===== src/rtl/fpu_add_scheduler_if.sv =====
// Signal bundle between the FPU issue ports, the shared adder and the
// response consumer on one side, and the add scheduler on the other.
interface fpu_add_scheduler_if #(
  parameter int XLEN = 32,
  parameter int NREQ = 4,
  parameter int IDW  = 3
);
  logic [NREQ-1:0]      req_valid;
  logic [NREQ-1:0]      req_ready;
  logic [NREQ*XLEN-1:0] req_a;
  logic [NREQ*XLEN-1:0] req_b;
  logic [NREQ-1:0]      req_sub;
  logic [XLEN-1:0]      add_a;
  logic [XLEN-1:0]      add_b;
  logic [XLEN-1:0]      add_result;
  logic                 add_overflow;
  logic                 add_underflow;
  logic                 add_exception;
  logic                 rsp_valid;
  logic                 rsp_ready;
  logic [IDW-1:0]       rsp_id;
  logic [XLEN-1:0]      rsp_result;
  logic [2:0]           rsp_flags;
  logic                 busy;

  // Scheduler side.
  modport slave (
    input  req_valid, req_a, req_b, req_sub, add_result,
           add_overflow, add_underflow, add_exception, rsp_ready,
    output req_ready, add_a, add_b, rsp_valid, rsp_id, rsp_result,
           rsp_flags, busy
  );

  // Issue ports, adder and response consumer side.
  modport master (
    output req_valid, req_a, req_b, req_sub, add_result,
           add_overflow, add_underflow, add_exception, rsp_ready,
    input  req_ready, add_a, add_b, rsp_valid, rsp_id, rsp_result,
           rsp_flags, busy
  );
endinterface


===== src/rtl/fpu_add_scheduler.sv =====
// Round-robin scheduler sharing one combinational FP adder between NREQ
// requesters, with a tagged valid/ready response channel.
//
// state  | meaning
// IDLE   | no operation in flight, waiting for a request
// EXEC   | operands held on the adder, lat_cnt counting down
// RESP   | result captured, rsp_valid high until rsp_ready
module fpu_add_scheduler #(
  parameter int XLEN    = 32,
  parameter int NREQ    = 4,
  parameter int ADD_LAT = 1,
  parameter int IDW     = 3
) (
  input logic                clk,
  input logic                rst,
  fpu_add_scheduler_if.slave bus
);

  typedef enum logic [1:0] {S_IDLE, S_EXEC, S_RESP} state_t;

  state_t          state_q, state_d;
  logic [IDW-1:0]  rr_ptr_q, rr_ptr_d;
  logic [IDW-1:0]  id_q, id_d;
  logic [IDW-1:0]  rsp_id_q, rsp_id_d;
  logic [3:0]      lat_cnt_q, lat_cnt_d;
  logic [XLEN-1:0] add_a_q, add_a_d;
  logic [XLEN-1:0] add_b_q, add_b_d;
  logic [XLEN-1:0] rsp_result_q, rsp_result_d;
  logic [2:0]      rsp_flags_q, rsp_flags_d;

  logic            grant_found;
  logic [IDW-1:0]  grant_idx;
  logic [IDW:0]    cand;
  logic            accept_ok;
  logic            accept;

  // First valid requester at or above rr_ptr, wrapping modulo NREQ.
  always_comb begin
    grant_found = 1'b0;
    grant_idx   = '0;
    cand        = '0;
    for (int k = 0; k < NREQ; k++) begin
      cand = {1'b0, rr_ptr_q} + (IDW+1)'(k);
      if (cand >= (IDW+1)'(NREQ)) cand = cand - (IDW+1)'(NREQ);
      if (!grant_found && bus.req_valid[cand[IDW-1:0]]) begin
        grant_found = 1'b1;
        grant_idx   = cand[IDW-1:0];
      end
    end
  end

  // A new operation may enter when idle, or when the pending response is
  // being consumed this very cycle.
  assign accept_ok = (state_q == S_IDLE) || ((state_q == S_RESP) && bus.rsp_ready);
  assign accept    = !rst && grant_found && accept_ok;

  // One-hot accept to the winning requester.
  always_comb begin
    bus.req_ready = '0;
    if (accept) bus.req_ready[grant_idx] = 1'b1;
  end

  // Next-state and datapath update.
  always_comb begin
    state_d      = state_q;
    rr_ptr_d     = rr_ptr_q;
    id_d         = id_q;
    lat_cnt_d    = lat_cnt_q;
    add_a_d      = add_a_q;
    add_b_d      = add_b_q;
    rsp_id_d     = rsp_id_q;
    rsp_result_d = rsp_result_q;
    rsp_flags_d  = rsp_flags_q;
    case (state_q)
      S_EXEC: begin
        if (lat_cnt_q != 4'd0) begin
          lat_cnt_d = lat_cnt_q - 4'd1;
        end else begin
          rsp_result_d = bus.add_result;
          rsp_flags_d  = {bus.add_overflow, bus.add_underflow, bus.add_exception};
          rsp_id_d     = id_q;
          state_d      = S_RESP;
        end
      end
      S_RESP: begin
        if (bus.rsp_ready) state_d = S_IDLE;
      end
      default: ;
    endcase
    // Accept overrides the RESP->IDLE exit to form the back-to-back path.
    if (accept) begin
      add_a_d   = bus.req_a[grant_idx*XLEN +: XLEN];
      add_b_d   = {bus.req_b[grant_idx*XLEN + XLEN-1] ^ bus.req_sub[grant_idx],
                   bus.req_b[grant_idx*XLEN +: XLEN-1]};
      id_d      = grant_idx;
      rr_ptr_d  = (grant_idx == IDW'(NREQ-1)) ? '0 : grant_idx + IDW'(1);
      lat_cnt_d = 4'(ADD_LAT-1);
      state_d   = S_EXEC;
    end
  end

  // State and datapath registers with synchronous reset.
  always_ff @(posedge clk) begin
    if (rst) begin
      state_q      <= S_IDLE;
      rr_ptr_q     <= '0;
      id_q         <= '0;
      lat_cnt_q    <= '0;
      add_a_q      <= '0;
      add_b_q      <= '0;
      rsp_id_q     <= '0;
      rsp_result_q <= '0;
      rsp_flags_q  <= '0;
    end else begin
      state_q      <= state_d;
      rr_ptr_q     <= rr_ptr_d;
      id_q         <= id_d;
      lat_cnt_q    <= lat_cnt_d;
      add_a_q      <= add_a_d;
      add_b_q      <= add_b_d;
      rsp_id_q     <= rsp_id_d;
      rsp_result_q <= rsp_result_d;
      rsp_flags_q  <= rsp_flags_d;
    end
  end

  // Status outputs are forced low while reset is asserted.
  assign bus.rsp_valid  = !rst && (state_q == S_RESP);
  assign bus.busy       = !rst && (state_q != S_IDLE);
  assign bus.add_a      = add_a_q;
  assign bus.add_b      = add_b_q;
  assign bus.rsp_id     = rsp_id_q;
  assign bus.rsp_result = rsp_result_q;
  assign bus.rsp_flags  = rsp_flags_q;

endmodule


===== src/flat_wrapper.sv =====
// flat-port wrapper written by rule: the top's interface ports become plain ports
module fpu_add_scheduler_flat 
#(
  parameter int XLEN    = 32,
  parameter int NREQ    = 4,
  parameter int ADD_LAT = 1,
  parameter int IDW     = 3
)
  (clk, rst, bus_req_valid, bus_req_a, bus_req_b, bus_req_sub, bus_add_result, bus_add_overflow, bus_add_underflow, bus_add_exception, bus_rsp_ready, bus_req_ready, bus_add_a, bus_add_b, bus_rsp_valid, bus_rsp_id, bus_rsp_result, bus_rsp_flags, bus_busy);
  fpu_add_scheduler_if #(.XLEN(XLEN), .NREQ(NREQ), .IDW(IDW)) bus_i ();
  input logic clk;
  input logic rst;
  input wire logic [$bits(bus_i.req_valid)-1:0] bus_req_valid;
  input wire logic [$bits(bus_i.req_a)-1:0] bus_req_a;
  input wire logic [$bits(bus_i.req_b)-1:0] bus_req_b;
  input wire logic [$bits(bus_i.req_sub)-1:0] bus_req_sub;
  input wire logic [$bits(bus_i.add_result)-1:0] bus_add_result;
  input wire logic [$bits(bus_i.add_overflow)-1:0] bus_add_overflow;
  input wire logic [$bits(bus_i.add_underflow)-1:0] bus_add_underflow;
  input wire logic [$bits(bus_i.add_exception)-1:0] bus_add_exception;
  input wire logic [$bits(bus_i.rsp_ready)-1:0] bus_rsp_ready;
  output wire logic [$bits(bus_i.req_ready)-1:0] bus_req_ready;
  output wire logic [$bits(bus_i.add_a)-1:0] bus_add_a;
  output wire logic [$bits(bus_i.add_b)-1:0] bus_add_b;
  output wire logic [$bits(bus_i.rsp_valid)-1:0] bus_rsp_valid;
  output wire logic [$bits(bus_i.rsp_id)-1:0] bus_rsp_id;
  output wire logic [$bits(bus_i.rsp_result)-1:0] bus_rsp_result;
  output wire logic [$bits(bus_i.rsp_flags)-1:0] bus_rsp_flags;
  output wire logic [$bits(bus_i.busy)-1:0] bus_busy;
  assign bus_i.req_valid = bus_req_valid;
  assign bus_i.req_a = bus_req_a;
  assign bus_i.req_b = bus_req_b;
  assign bus_i.req_sub = bus_req_sub;
  assign bus_i.add_result = bus_add_result;
  assign bus_i.add_overflow = bus_add_overflow;
  assign bus_i.add_underflow = bus_add_underflow;
  assign bus_i.add_exception = bus_add_exception;
  assign bus_i.rsp_ready = bus_rsp_ready;
  assign bus_req_ready = bus_i.req_ready;
  assign bus_add_a = bus_i.add_a;
  assign bus_add_b = bus_i.add_b;
  assign bus_rsp_valid = bus_i.rsp_valid;
  assign bus_rsp_id = bus_i.rsp_id;
  assign bus_rsp_result = bus_i.rsp_result;
  assign bus_rsp_flags = bus_i.rsp_flags;
  assign bus_busy = bus_i.busy;
  fpu_add_scheduler #(.XLEN(XLEN), .NREQ(NREQ), .ADD_LAT(ADD_LAT), .IDW(IDW)) u_core (.clk(clk), .rst(rst), .bus(bus_i));
endmodule

===== config.mk =====
export PLATFORM = sky130hd
export DESIGN_NAME = fpu_add_scheduler_flat
export DESIGN_NICKNAME = d
export VERILOG_FILES = /design/src/rtl/fpu_add_scheduler_if.sv /design/src/rtl/fpu_add_scheduler.sv /design/src/flat_wrapper.sv
export SDC_FILE = /design/constraint.sdc
export NUM_CORES = 1
export LEC_CHECK = 0
export ABC_CLOCK_PERIOD_IN_PS = 9700
export CAP_MARGIN = 5
export CORE_AREA = 2 2 161 163
export DETAILED_ROUTE_END_ITERATION = 6
export DIE_AREA = 0 0 163 165
export PLACE_DENSITY = 0.67
export SYNTH_ARGS = -nofsm -noshare
export SYNTH_HDL_FRONTEND = slang
export SYNTH_SLANG_ARGS = --single-unit

===== constraint.sdc =====
create_clock -name clk -period 9.7 [get_ports clk]
set_input_delay 2.425 -clock clk [delete_from_list [all_inputs] [get_ports clk]]
set_output_delay 2.425 -clock clk [all_outputs]
set_load 0.005 [all_outputs]

==> run_summary.xml, run 1 <==
<?xml version="1.0" encoding="UTF-8"?>
<metrics>
  <group name="status">
    <metric name="run_status" unit="">finished clean</metric>
  </group>
  <group name="clock_tree">
    <metric name="clk_pin_slew" unit="ps">60</metric>
    <metric name="cts_setup_buffers" unit="">0</metric>
    <metric name="clk_root_buffer_cell" unit="">sky130_fd_sc_hd__clkbuf_16</metric>
    <metric name="cts_tree" unit="">yes</metric>
    <metric name="worst_skew_pair_latency" unit="ps">430</metric>
    <metric name="clk_path_buf_depth" unit="">2</metric>
    <metric name="ctsResizeCount" unit="">0</metric>
    <metric name="cts-buffers-inserted" unit="">17</metric>
    <metric name="cts-htree-levels" unit="">4</metric>
    <metric name="clock_sink_total" unit="">114</metric>
    <metric name="cts_hold_buf" unit="">0</metric>
  </group>
  <group name="synth">
    <metric name="synthDistinctLibCells" unit="">54</metric>
    <metric name="syn_area_per_cell" unit="µm²">6.83</metric>
    <metric name="postSynth.asyncResetShare" unit="%">0</metric>
    <metric name="netlist_area" unit="µm²">8290</metric>
    <metric name="synth.top_cell.area_share" unit="%">27.5</metric>
    <metric name="flops_latches_synth" unit="">114</metric>
    <metric name="yosys_warnings" unit="">0</metric>
    <metric name="synth.area.top_cells" unit="">sky130_fd_sc_hd__dfxtp_1, sky130_fd_sc_hd__nand2_1, sky130_fd_sc_hd__a221oi_1</metric>
    <metric name="synthDominantAreaCellType" unit="">sky130_fd_sc_hd__dfxtp_1</metric>
    <metric name="synthesis.instances" unit="">1215</metric>
    <metric name="syn-num-nets" unit="">1524</metric>
    <metric name="synth-main-ff-cell" unit="">sky130_fd_sc_hd__dfxtp_1</metric>
    <metric name="synth_enable_flop_cells" unit="">0</metric>
    <metric name="synth-seq-area-share" unit="%">27.5</metric>
  </group>
  <group name="detailed_routing">
    <metric name="antenna_violating_nets_left" unit="">0</metric>
    <metric name="detail_route.wl_per_cell" unit="µm">18.2</metric>
    <metric name="drc_errors_left" unit="">0</metric>
    <metric name="vias" unit="">10300</metric>
    <metric name="route.detailed.vias_per_inst" unit="">5.47</metric>
    <metric name="detail_route.first_pass.iterations" unit="">7</metric>
    <metric name="drt_iter0_drc" unit="">1117</metric>
    <metric name="wirelength" unit="mm">34.2</metric>
  </group>
  <group name="power">
    <metric name="power.net_switching" unit="mW">1.56</metric>
    <metric name="leak" unit="nW">5.16</metric>
    <metric name="internal_power" unit="mW">1.88</metric>
    <metric name="cellPowerDensity" unit="nW/µm²">266</metric>
    <metric name="power.total" unit="mW">3.44</metric>
    <metric name="combPwrFrac" unit="%">60.4</metric>
    <metric name="vdd.ir_drop.worst" unit="mV">0.154</metric>
    <metric name="part_of_the_total_power_dissipated_in_sequential_elements" unit="%">20.7</metric>
    <metric name="power.share.clock" unit="%">18.8</metric>
    <metric name="sw_share" unit="%">45.4</metric>
  </group>
  <group name="setup_path">
    <metric name="cp_max_fo" unit="">38</metric>
    <metric name="classification_of_the_worst_setup_path" unit="">in2out</metric>
    <metric name="worstPathArrival" unit="ps">5810</metric>
    <metric name="critPathLaunchType" unit="">input pin</metric>
    <metric name="worst_path_dominant_cell_family" unit="">simple AND/OR/NAND/NOR gates</metric>
    <metric name="cp_cell_sequence" unit="">clkdlybuf4s50_1 &gt; mux4_2 &gt; nand2b_4 &gt; nand2_1 &gt; a32oi_1 &gt; nor2b_2 &gt; nor2_4 &gt; and2_1 &gt; clkdlybuf4s50_1</metric>
    <metric name="critical_path.most_common_cell" unit="">sky130_fd_sc_hd__clkdlybuf4s50_1</metric>
    <metric name="worst_ep_required_time" unit="ps">7280</metric>
    <metric name="cell_type_of_the_slowest_stage_on_the_worst_timing_path" unit="">sky130_fd_sc_hd__mux4_2</metric>
    <metric name="critical_path.endpoint_type" unit="">output port</metric>
    <metric name="critical_path.max_stage_delay" unit="ps">660</metric>
    <metric name="timing.critical_path.buf_inv" unit="">2</metric>
  </group>
  <group name="grt">
    <metric name="grt-ovfl-total" unit="">0</metric>
    <metric name="grt_pass1_vias" unit="">9370</metric>
    <metric name="grt_max_degree" unit="">102</metric>
    <metric name="grtUsageTotal" unit="%">24.3</metric>
    <metric name="grt_first_pass_wirelength" unit="mm">51.8</metric>
    <metric name="grt_antenna_before_repair" unit="">0</metric>
  </group>
  <group name="worst_hold_path">
    <metric name="worst_hold_path_type" unit="">reg2reg</metric>
  </group>
  <group name="sta">
    <metric name="worst-slew-pin-transition" unit="ps">1210</metric>
    <metric name="drv_slew" unit="">0</metric>
    <metric name="slew-limit-headroom" unit="%">19.0</metric>
    <metric name="post-route-min-period" unit="ps">8240</metric>
    <metric name="finalHoldViolations" unit="">0</metric>
    <metric name="grt_setup_unrepaired" unit="">no</metric>
    <metric name="max_freq" unit="MHz">121</metric>
    <metric name="final.setup_skew" unit="ps">10.7</metric>
    <metric name="finalCritPeriodShare" unit="%">84.9</metric>
    <metric name="finalSetupViolations" unit="">0</metric>
    <metric name="total_negative_slack_for_setup_checks" unit="ps">0</metric>
  </group>
  <group name="final_layout">
    <metric name="drive_above_1_share" unit="%">4.78</metric>
    <metric name="areaGrowthSynthToFinish" unit="%">56.1</metric>
    <metric name="postLayoutCoreUtil" unit="%">51.7</metric>
    <metric name="design.final.nets" unit="">1845</metric>
  </group>
  <group name="die">
    <metric name="floorplan.die_area" unit="µm²">26900</metric>
    <metric name="chipHeight" unit="µm">165</metric>
    <metric name="pin_count" unit="">410</metric>
    <metric name="std_cell_rows" unit="">58</metric>
    <metric name="chipWidth" unit="µm">163</metric>
    <metric name="core_area" unit="µm²">25000</metric>
    <metric name="floorplan.initialDensity" unit="%">33.1</metric>
  </group>
  <group name="place">
    <metric name="placement.io_buffers" unit="">409</metric>
    <metric name="detailedPlacementHpwl" unit="mm">22.6</metric>
    <metric name="routability_congestion" unit="">0.904</metric>
  </group>
  <group name="job">
    <metric name="max-cap-violations" unit="">0</metric>
  </group>
</metrics>
## routing by layer
metal / track usage [%] / up-vias / part of all wire (%)
met2: 39.1 / 451 / 48
li1: - / 4968 / -
met3: 5.07 / 58 / 7.2
met4: 8.45 / 0 / 2.4
met1: 32.3 / 4798 / 43
met5: 0 / - / 0
## path summary, 6_finish.rpt
| kind | cells after the start | to | slack, ps | startpoint |
|---|---|---|---|---|
| min reg2reg | 2 | u_core.bus.rsp_result[5] | 450 | u_core.bus.rsp_result[5] |
| max reg2reg | 10 | u_core.bus.add_a[17] | 5220 | u_core.rr_ptr_q[0] |
| max | 9 | bus_req_ready[0] | 1460 | bus_req_valid[1] |
| min | 2 | u_core.bus.rsp_result[5] | 450 | u_core.bus.rsp_result[5] |
## Yosys cell counts (2+ instances only)
cell,n
sky130_fd_sc_hd__nand2_1,513
sky130_fd_sc_hd__dfxtp_1,114
sky130_fd_sc_hd__nand3_1,105
sky130_fd_sc_hd__a221oi_1,102
sky130_fd_sc_hd__a32o_1,63
sky130_fd_sc_hd__clkbuf_1,56
sky130_fd_sc_hd__a21oi_1,45
sky130_fd_sc_hd__buf_2,38
sky130_fd_sc_hd__mux2i_1,32
sky130_fd_sc_hd__nor2_1,19
sky130_fd_sc_hd__buf_4,10
sky130_fd_sc_hd__buf_6,10
sky130_fd_sc_hd__o21ai_0,9
sky130_fd_sc_hd__inv_1,8
sky130_fd_sc_hd__mux2_2,8
sky130_fd_sc_hd__ha_1,7
sky130_fd_sc_hd__buf_1,6
sky130_fd_sc_hd__nand2b_1,6
sky130_fd_sc_hd__nor2b_1,6
sky130_fd_sc_hd__nand3b_1,5
sky130_fd_sc_hd__nor3_1,5
sky130_fd_sc_hd__nor3b_1,5
sky130_fd_sc_hd__and2_1,4
sky130_fd_sc_hd__a32oi_1,3
sky130_fd_sc_hd__xor2_1,3
sky130_fd_sc_hd__a211oi_1,2
sky130_fd_sc_hd__and3_1,2
sky130_fd_sc_hd__mux4_2,2
sky130_fd_sc_hd__or2_2,2
## placed cells by master, fill, tap and decap left out, types with 9 or more instances in the layout
master                              n
sky130_fd_sc_hd__a21oi_1           45
sky130_fd_sc_hd__a221oi_1         102
sky130_fd_sc_hd__a32o_1            63
sky130_fd_sc_hd__buf_4             13
sky130_fd_sc_hd__clkbuf_16         17
sky130_fd_sc_hd__clkdlybuf4s50_1  408
sky130_fd_sc_hd__dfxtp_1          113
sky130_fd_sc_hd__mux2i_1           32
sky130_fd_sc_hd__nand2_1          512
sky130_fd_sc_hd__nand3_1          104
sky130_fd_sc_hd__nor2_1            18
sky130_fd_sc_hd__o21ai_0            9
## power groups by stage
stage | Combinational, mW | Sequential (mW) | Clock, mW
floorplan | 1.39 | 0.695 | 0
CTS | 2.08 | 0.712 | 0.660
finish | 2.08 | 0.713 | 0.647
global route | 2.28 | 0.730 | 0.685
detailed placement | 2.07 | 0.721 | 0
global placement | 2.05 | 0.716 | 0
## per-stage QoR
stage	setup slack [ps]	instances	hold WS (ps)	instance area (µm²)
after detailed placement	1510	1847	447	12300
after floorplan	3080	1215	427	8290
after global routing	1270	1879	472	12900
final	1460	1880	452	12900
after global placement	1550	1847	442	12300
after CTS	1500	1879	456	12900
## area by class of cell
cell class,instances,area [µm²]
repair buffers,422,4190
well taps,330,413
diodes,1,2.50
clock inverters,15,168
clock buffers,17,425
flip-flops and latches,114,2290
inverters,10,40.0
multi-input cells,971,5420
fillers,2405,12100
## cells by family after synthesis
family	synth area share (%)
adders and majority gates	1.06
DFF	27.5
muxes	5.49
AOI/OAI and AO/OA	23.7
xor gates and xnor gates	0.423
and+or+nand+nor	33.9
buffers and inverters	7.85
## sequential cells by signal (all words and copies together) (netlist names)
signal and flops:
u_core.bus.rsp_result 32, u_core.state_q 2, u_core.bus.add_a 32, u_core.bus.rsp_id 3, u_core.lat_cnt_q 4, u_core.id_q 3, u_core.bus.add_b 32, u_core.bus.rsp_flags 3
u_core.rr_ptr_q 3
## worst min-delay path: stages (launching register included)
cell	delay, ps
sky130_fd_sc_hd__dfxtp_1	310
sky130_fd_sc_hd__nand2_1	50
sky130_fd_sc_hd__a21oi_1	50
Note: power is estimated with default switching activity, not from simulation.
==> run 2: changes to the inputs <==
--- a/config.mk
+++ b/config.mk
@@ -5,12 +5,12 @@
 export SDC_FILE = /design/constraint.sdc
 export NUM_CORES = 1
 export LEC_CHECK = 0
-export ABC_CLOCK_PERIOD_IN_PS = 9700
+export ABC_CLOCK_PERIOD_IN_PS = 7650
 export CAP_MARGIN = 5
-export CORE_AREA = 2 2 161 163
+export CORE_AREA = 2 2 157 159
 export DETAILED_ROUTE_END_ITERATION = 6
-export DIE_AREA = 0 0 163 165
-export PLACE_DENSITY = 0.67
+export DIE_AREA = 0 0 159 161
+export PLACE_DENSITY = 0.7
 export SYNTH_ARGS = -nofsm -noshare
 export SYNTH_HDL_FRONTEND = slang
 export SYNTH_SLANG_ARGS = --single-unit
==> constraint.sdc (replaced) <==
create_clock -name clk -period 7.65 [get_ports clk]
set_input_delay 1.9125 -clock clk [delete_from_list [all_inputs] [get_ports clk]]
set_output_delay 1.9125 -clock clk [all_outputs]
set_load 0.005 [all_outputs]
==> run 2 against run 1 <==
Compared with the run above: the run now ends with design-rule violations left; core utilization is 2.4 points higher; clock skew is 0.87 ps higher; cell area is 0.14% higher; non-clock buffer count is 4 higher; critical endpoint is now bus_req_ready[3].
==> run_summary.xml, run 2 (synthesis gave the netlist of run 1 again) <==
<?xml version="1.0" encoding="UTF-8"?>
<metrics>
  <group name="sta">
    <metric name="slew-limit-headroom" unit="%">19.6</metric>
    <metric name="finalHoldViolations" unit="">0</metric>
    <metric name="drv_slew" unit="">0</metric>
    <metric name="final.setup_skew" unit="ps">11.6</metric>
    <metric name="max_freq" unit="MHz">145</metric>
    <metric name="grt_setup_unrepaired" unit="">no</metric>
    <metric name="worst-slew-pin-transition" unit="ps">1210</metric>
    <metric name="total_negative_slack_for_setup_checks" unit="ps">0</metric>
    <metric name="finalSetupViolations" unit="">0</metric>
    <metric name="finalCritPeriodShare" unit="%">90.2</metric>
    <metric name="post-route-min-period" unit="ps">6900</metric>
  </group>
  <group name="detailed_routing">
    <metric name="drt_iter0_drc" unit="">926</metric>
    <metric name="detail_route.wl_per_cell" unit="µm">18.0</metric>
    <metric name="detail_route.first_pass.iterations" unit="">7</metric>
    <metric name="drc_errors_left" unit="">5</metric>
    <metric name="antenna_violating_nets_left" unit="">0</metric>
    <metric name="vias" unit="">10300</metric>
    <metric name="wirelength" unit="mm">33.8</metric>
    <metric name="route.detailed.vias_per_inst" unit="">5.49</metric>
  </group>
  <group name="power">
    <metric name="cellPowerDensity" unit="nW/µm²">336</metric>
    <metric name="power.total" unit="mW">4.35</metric>
    <metric name="power.net_switching" unit="mW">1.97</metric>
    <metric name="combPwrFrac" unit="%">60.7</metric>
    <metric name="vdd.ir_drop.worst" unit="mV">0.202</metric>
    <metric name="internal_power" unit="mW">2.39</metric>
    <metric name="part_of_the_total_power_dissipated_in_sequential_elements" unit="%">20.6</metric>
    <metric name="leak" unit="nW">5.17</metric>
    <metric name="power.share.clock" unit="%">18.7</metric>
    <metric name="sw_share" unit="%">45.2</metric>
  </group>
  <group name="grt">
    <metric name="grt_antenna_before_repair" unit="">2</metric>
    <metric name="grt_pass1_vias" unit="">9875</metric>
    <metric name="grt-ovfl-total" unit="">0</metric>
    <metric name="grtUsageTotal" unit="%">25.4</metric>
    <metric name="grt_max_degree" unit="">102</metric>
    <metric name="grt_first_pass_wirelength" unit="mm">53.1</metric>
  </group>
  <group name="die">
    <metric name="floorplan.initialDensity" unit="%">34.6</metric>
    <metric name="std_cell_rows" unit="">57</metric>
    <metric name="floorplan.die_area" unit="µm²">25600</metric>
    <metric name="pin_count" unit="">410</metric>
    <metric name="chipWidth" unit="µm">159</metric>
    <metric name="chipHeight" unit="µm">161</metric>
    <metric name="core_area" unit="µm²">24000</metric>
  </group>
  <group name="setup_path">
    <metric name="worst_path_dominant_cell_family" unit="">buffers and inverters</metric>
    <metric name="worst_ep_required_time" unit="ps">5740</metric>
    <metric name="cp_cell_sequence" unit="">clkdlybuf4s50_1 &gt; mux4_2 &gt; nand2b_4 &gt; a31oi_4 &gt; ha_1 &gt; inv_1 &gt; nor3_1 &gt; clkdlybuf4s50_1</metric>
    <metric name="critical_path.endpoint_type" unit="">output port</metric>
    <metric name="cell_type_of_the_slowest_stage_on_the_worst_timing_path" unit="">sky130_fd_sc_hd__mux4_2</metric>
    <metric name="worstRegToRegCells" unit="">10</metric>
    <metric name="worstPathArrival" unit="ps">4990</metric>
    <metric name="timing.critical_path.buf_inv" unit="">3</metric>
    <metric name="critical_path.max_stage_delay" unit="ps">690</metric>
    <metric name="cp_max_fo" unit="">38</metric>
    <metric name="crit_cells" unit="">8</metric>
    <metric name="classification_of_the_worst_setup_path" unit="">in2out</metric>
    <metric name="critical_path.most_common_cell" unit="">sky130_fd_sc_hd__clkdlybuf4s50_1</metric>
    <metric name="critPathLaunchType" unit="">input pin</metric>
  </group>
  <group name="clock_tree">
    <metric name="cts_setup_buffers" unit="">0</metric>
    <metric name="clock_sink_total" unit="">114</metric>
    <metric name="cts_hold_buf" unit="">0</metric>
    <metric name="clk_pin_slew" unit="ps">60</metric>
    <metric name="cts_tree" unit="">yes</metric>
    <metric name="ctsResizeCount" unit="">0</metric>
    <metric name="cts-buffers-inserted" unit="">17</metric>
    <metric name="clk_root_buffer_cell" unit="">sky130_fd_sc_hd__clkbuf_16</metric>
    <metric name="clk_path_buf_depth" unit="">2</metric>
    <metric name="worst_skew_pair_latency" unit="ps">430</metric>
    <metric name="cts-htree-levels" unit="">4</metric>
  </group>
  <group name="final_layout">
    <metric name="design.final.nets" unit="">1849</metric>
    <metric name="drive_above_1_share" unit="%">5.02</metric>
    <metric name="areaGrowthSynthToFinish" unit="%">56.3</metric>
    <metric name="layout_commonest_cell" unit="">sky130_fd_sc_hd__nand2_1</metric>
    <metric name="final_cell_mix" unit="">sky130_fd_sc_hd__nand2_1, sky130_fd_sc_hd__clkdlybuf4s50_1, sky130_fd_sc_hd__dfxtp_1</metric>
    <metric name="fillers" unit="">2298</metric>
  </group>
  <group name="place">
    <metric name="placement.io_buffers" unit="">409</metric>
    <metric name="routability_congestion" unit="">0.889</metric>
    <metric name="detailedPlacementHpwl" unit="mm">22.5</metric>
  </group>
  <group name="worst_hold_path">
    <metric name="worst_hold_path_type" unit="">reg2reg</metric>
    <metric name="hold-path-cell-count" unit="">2</metric>
  </group>
  <group name="status">
    <metric name="run_status" unit="">complete, but fails checks</metric>
    <metric name="failed_checks" unit="">design-rule violations</metric>
  </group>
  <group name="job">
    <metric name="max-cap-violations" unit="">0</metric>
  </group>
</metrics>
==> run 2: layout make-up <==
class	count	area, µm²	area share (%)
Tap cell	324	405	3.13
Multi-Input combinational cell	971	5420	41.8
Sequential cell	114	2290	17.6
Antenna cell	2	5.00	0.0386
Inverter	10	40.0	0.309
Clock buffer	17	425	3.28
Timing Repair Buffer	426	4220	32.5
Clock inverter	15	160	1.24
==> run 2: power by group through the flow <==
stage,registers (mW),logic (mW),clock network [mW]
after global routing,0.921,2.91,0.857
after global placement,0.904,2.61,0
after floorplan,0.881,1.76,0
after CTS,0.895,2.65,0.829
final,0.896,2.64,0.815
after detailed placement,0.905,2.64,0
==> run 2: final timing paths <==
path	from	endpoint	slack, ps
max reg2reg	u_core.rr_ptr_q[0]	u_core.bus.add_b[31]	3450
min	u_core.bus.rsp_result[13]	u_core.bus.rsp_result[13]	450
max	bus_req_valid[3]	bus_req_ready[3]	750
min reg2reg	u_core.bus.rsp_result[13]	u_core.bus.rsp_result[13]	450
==> run 2: through the flow <==
stage / cells / util, % / setup slack [ps] / hold slack, ps / area, µm²
after detailed placement: 1845 / 51.6 / 734 / 446 / 12400
after global placement: 1845 / 51.6 / 778 / 441 / 12400
final: 1879 / 54.1 / 749 / 452 / 13000
after floorplan: 1215 / - / 2060 / 427 / 8290
after CTS: 1877 / 54.1 / 721 / 455 / 13000
after global routing: 1878 / 54.1 / 561 / 474 / 13000
==> run 2: worst reg2reg max path, stage by stage, from the launching register on <==
cell and delay (ps):
sky130_fd_sc_hd__dfxtp_4 630, sky130_fd_sc_hd__inv_1 230, sky130_fd_sc_hd__ha_1 610, sky130_fd_sc_hd__mux4_2 410, sky130_fd_sc_hd__nand2b_4 450, sky130_fd_sc_hd__buf_4 760, sky130_fd_sc_hd__nand2_1 220, sky130_fd_sc_hd__a2111oi_2 430
sky130_fd_sc_hd__nor4_2 90, sky130_fd_sc_hd__xor2_1 180, sky130_fd_sc_hd__o21ai_1 70
==> run 2: layer usage <==
layer	part of all wire, %	up-vias	global-route usage [%]
met5	0.038	-	0
met2	48	494	42.0
met1	41	4766	32.1
li1	-	4977	-
met3	7.6	69	5.57
met4	3.4	2	10.4
==> run 3: changes to the inputs <==
--- a/config.mk
+++ b/config.mk
@@ -6,10 +6,11 @@
 export NUM_CORES = 1
 export LEC_CHECK = 0
 export ABC_CLOCK_PERIOD_IN_PS = 7650
-export CAP_MARGIN = 5
+export CAP_MARGIN = 40
 export CORE_AREA = 2 2 157 159
 export DETAILED_ROUTE_END_ITERATION = 6
 export DIE_AREA = 0 0 159 161
+export GPL_TIMING_DRIVEN = 0
 export PLACE_DENSITY = 0.7
 export SYNTH_ARGS = -nofsm -noshare
 export SYNTH_HDL_FRONTEND = slang
==> run 3 against run 2 <==
Compared with the run above: the run now ends clean; combinational power rose by 9.1%; worst hold slack is essentially flat; core utilization is 1.8 points higher; maximum frequency down 2.7%; sequential share of layout area shrank 0.60 points; non-clock buffer count is 104 higher; clock skew increased by 2.6 ps; worst setup slack worse by 190 ps; via count is 5.4% higher; first-iteration DRC count rose by 5.9%; critical endpoint unchanged; highest routed layer unchanged.
==> run_summary.xml, run 3 (synthesis gave the netlist of run 1 again) <==
<?xml version="1.0" encoding="UTF-8"?>
<metrics>
  <group name="clock_tree">
    <metric name="clk_pin_slew" unit="ps">70</metric>
    <metric name="clk_root_buffer_cell" unit="">sky130_fd_sc_hd__clkbuf_16</metric>
    <metric name="cts_hold_buf" unit="">0</metric>
    <metric name="cts_setup_buffers" unit="">0</metric>
    <metric name="cts-buffers-inserted" unit="">17</metric>
    <metric name="ctsResizeCount" unit="">0</metric>
    <metric name="worst_skew_pair_latency" unit="ps">430</metric>
    <metric name="cts_tree" unit="">yes</metric>
    <metric name="clock_sink_total" unit="">114</metric>
    <metric name="cts-htree-levels" unit="">4</metric>
    <metric name="clk_path_buf_depth" unit="">2</metric>
  </group>
  <group name="final_layout">
    <metric name="fillers" unit="">2334</metric>
    <metric name="layout_commonest_cell" unit="">sky130_fd_sc_hd__nand2_1</metric>
    <metric name="areaGrowthSynthToFinish" unit="%">61.5</metric>
    <metric name="final_cell_mix" unit="">sky130_fd_sc_hd__nand2_1, sky130_fd_sc_hd__clkdlybuf4s50_1, sky130_fd_sc_hd__dfxtp_1</metric>
    <metric name="postLayoutCoreUtil" unit="%">55.9</metric>
    <metric name="drive_above_1_share" unit="%">6.76</metric>
    <metric name="design.final.nets" unit="">1953</metric>
  </group>
  <group name="sta">
    <metric name="post-route-min-period" unit="ps">7090</metric>
    <metric name="final.setup_skew" unit="ps">14.2</metric>
    <metric name="drv_slew" unit="">0</metric>
    <metric name="worst-slew-pin-transition" unit="ps">672</metric>
    <metric name="max_freq" unit="MHz">141</metric>
    <metric name="finalCritPeriodShare" unit="%">92.7</metric>
    <metric name="slew-limit-headroom" unit="%">53.9</metric>
    <metric name="grt_setup_unrepaired" unit="">no</metric>
    <metric name="finalSetupViolations" unit="">0</metric>
    <metric name="finalHoldViolations" unit="">0</metric>
    <metric name="total_negative_slack_for_setup_checks" unit="ps">0</metric>
  </group>
  <group name="worst_hold_path">
    <metric name="worst_hold_path_type" unit="">reg2reg</metric>
  </group>
  <group name="grt">
    <metric name="grt_max_degree" unit="">17</metric>
    <metric name="grtUsageTotal" unit="%">28.0</metric>
    <metric name="grt_first_pass_wirelength" unit="mm">57.1</metric>
    <metric name="grt-ovfl-total" unit="">0</metric>
    <metric name="grt_pass1_vias" unit="">10400</metric>
    <metric name="grt_antenna_before_repair" unit="">2</metric>
  </group>
  <group name="detailed_routing">
    <metric name="detail_route.first_pass.iterations" unit="">6</metric>
    <metric name="wirelength" unit="mm">37.0</metric>
    <metric name="drt_iter0_drc" unit="">981</metric>
    <metric name="vias" unit="">10900</metric>
    <metric name="detail_route.wl_per_cell" unit="µm">18.7</metric>
    <metric name="antenna_violating_nets_left" unit="">0</metric>
    <metric name="drc_errors_left" unit="">0</metric>
    <metric name="route.detailed.vias_per_inst" unit="">5.48</metric>
  </group>
  <group name="place">
    <metric name="placement.io_buffers" unit="">409</metric>
    <metric name="routability_congestion" unit="">0.919</metric>
    <metric name="detailedPlacementHpwl" unit="mm">28.2</metric>
  </group>
  <group name="power">
    <metric name="cellPowerDensity" unit="nW/µm²">342</metric>
    <metric name="leak" unit="nW">5.41</metric>
    <metric name="power.total" unit="mW">4.59</metric>
    <metric name="vdd.ir_drop.worst" unit="mV">0.148</metric>
  </group>
  <group name="setup_path">
    <metric name="cp_max_fo" unit="">11</metric>
    <metric name="crit_cells" unit="">13</metric>
    <metric name="ff2ff_setup_slack" unit="ps">3390</metric>
    <metric name="startpoint" unit="">bus_req_valid[3]</metric>
    <metric name="timing.critical_path.buf_inv" unit="">7</metric>
    <metric name="critical_path.max_stage_delay" unit="ps">570</metric>
    <metric name="worstRegToRegCells" unit="">18</metric>
    <metric name="worstPathArrival" unit="ps">5180</metric>
    <metric name="critPathLaunchType" unit="">input pin</metric>
    <metric name="reg_to_reg_endpoint" unit="">u_core.bus.add_b[31]</metric>
    <metric name="worst_r2r_startpoint" unit="">u_core.rr_ptr_q[0]</metric>
    <metric name="critical_path.endpoint_type" unit="">output port</metric>
    <metric name="worst_path_dominant_cell_family" unit="">buffers and inverters</metric>
    <metric name="worst_ep_required_time" unit="ps">5740</metric>
    <metric name="cp_cell_sequence" unit="">clkdlybuf4s50_1 &gt; clkbuf_1 &gt; mux2_2 &gt; o22ai_1 &gt; o21ai_0 &gt; nand3_1 &gt; inv_2 &gt; buf_2 &gt; buf_2 &gt; ha_1 &gt; inv_1 &gt; nor3_1 &gt; clkdlybuf4s50_1</metric>
    <metric name="cell_type_of_the_slowest_stage_on_the_worst_timing_path" unit="">sky130_fd_sc_hd__clkdlybuf4s50_1</metric>
    <metric name="critical_path.endpoint" unit="">bus_req_ready[3]</metric>
    <metric name="classification_of_the_worst_setup_path" unit="">in2out</metric>
  </group>
  <group name="die">
    <metric name="core_area" unit="µm²">24000</metric>
    <metric name="floorplan.die_area" unit="µm²">25600</metric>
    <metric name="chipHeight" unit="µm">161</metric>
    <metric name="chipWidth" unit="µm">159</metric>
    <metric name="pin_count" unit="">410</metric>
    <metric name="floorplan.initialDensity" unit="%">34.6</metric>
    <metric name="std_cell_rows" unit="">57</metric>
  </group>
  <group name="job">
    <metric name="max-cap-violations" unit="">0</metric>
  </group>
  <group name="status">
    <metric name="run_status" unit="">finished clean</metric>
  </group>
</metrics>
==> run 3: changes by cell type in the layout (fill, tap and decap cells not counted), sizes merged <==
cell / delta
buf: +47
clkdlybuf4s50: +1
inv: -2
clkbuf: +56
clkinv: +2
==> run 3: tightest hold or removal path: stages, from the launching register on <==
cell and delay, ps:
sky130_fd_sc_hd__dfxtp_1 310, sky130_fd_sc_hd__nand2_1 50, sky130_fd_sc_hd__a21oi_1 50
==> run 3: where the power goes <==
part	internal, mW	leakage (nW)	switching [mW]	total [mW]
sequential	0.769	0.939	0.114	0.884
clock	0.464	0.284	0.356	0.820
combinational	1.26	4.19	1.62	2.88
==> run 3: area by class of cell <==
cell class              count  area [µm²]  area share [%]
repair buffers            410        4100            30.6
clock inverters            15         165            1.23
diodes                      2        5.00          0.0374
flip-flops and latches    114        2280            17.0
plain buffers             120         611            4.56
clock buffers              17         425            3.18
well taps                 324         405            3.03
multi-input cells         971        5360            40.0
inverters                  10        40.0           0.299
==> run 3: layer usage <==
layer  share of wire [%]  global-route usage [%]  vias to the layer above
met4                 4.1                    12.2                        2
met5               0.035                       0                        -
li1                    -                       -                     5184
met2                  46                    44.6                      542
met3                 7.6                    5.47                       93
met1                  43                    36.9                     5045
==> run 3: worst min path at each step <==
stage                                   start                         to  slack, ps  cells past startpoint
floorplan                      u_core.id_q[2]       u_core.bus.rsp_id[2]        430                      2
global placement    u_core.bus.rsp_result[30]  u_core.bus.rsp_result[30]        440                      2
detailed placement   u_core.bus.rsp_result[5]   u_core.bus.rsp_result[5]        450                      2
CTS                            u_core.id_q[2]       u_core.bus.rsp_id[2]        450                      2
global route                   u_core.id_q[2]       u_core.bus.rsp_id[2]        470                      2
finish                         u_core.id_q[2]       u_core.bus.rsp_id[2]        450                      2
==> run 3: metrics by stage <==
stage	setup slack [ps]	area (µm²)	hold WS, ps	cells
2_1_floorplan	2060	8290	427	1215
6_report	559	13400	452	1983
3_3_place_gp	611	12800	441	1948
4_1_cts	542	13400	452	1981
5_1_grt	329	13400	472	1982
3_5_place_dp	556	12800	446	1949
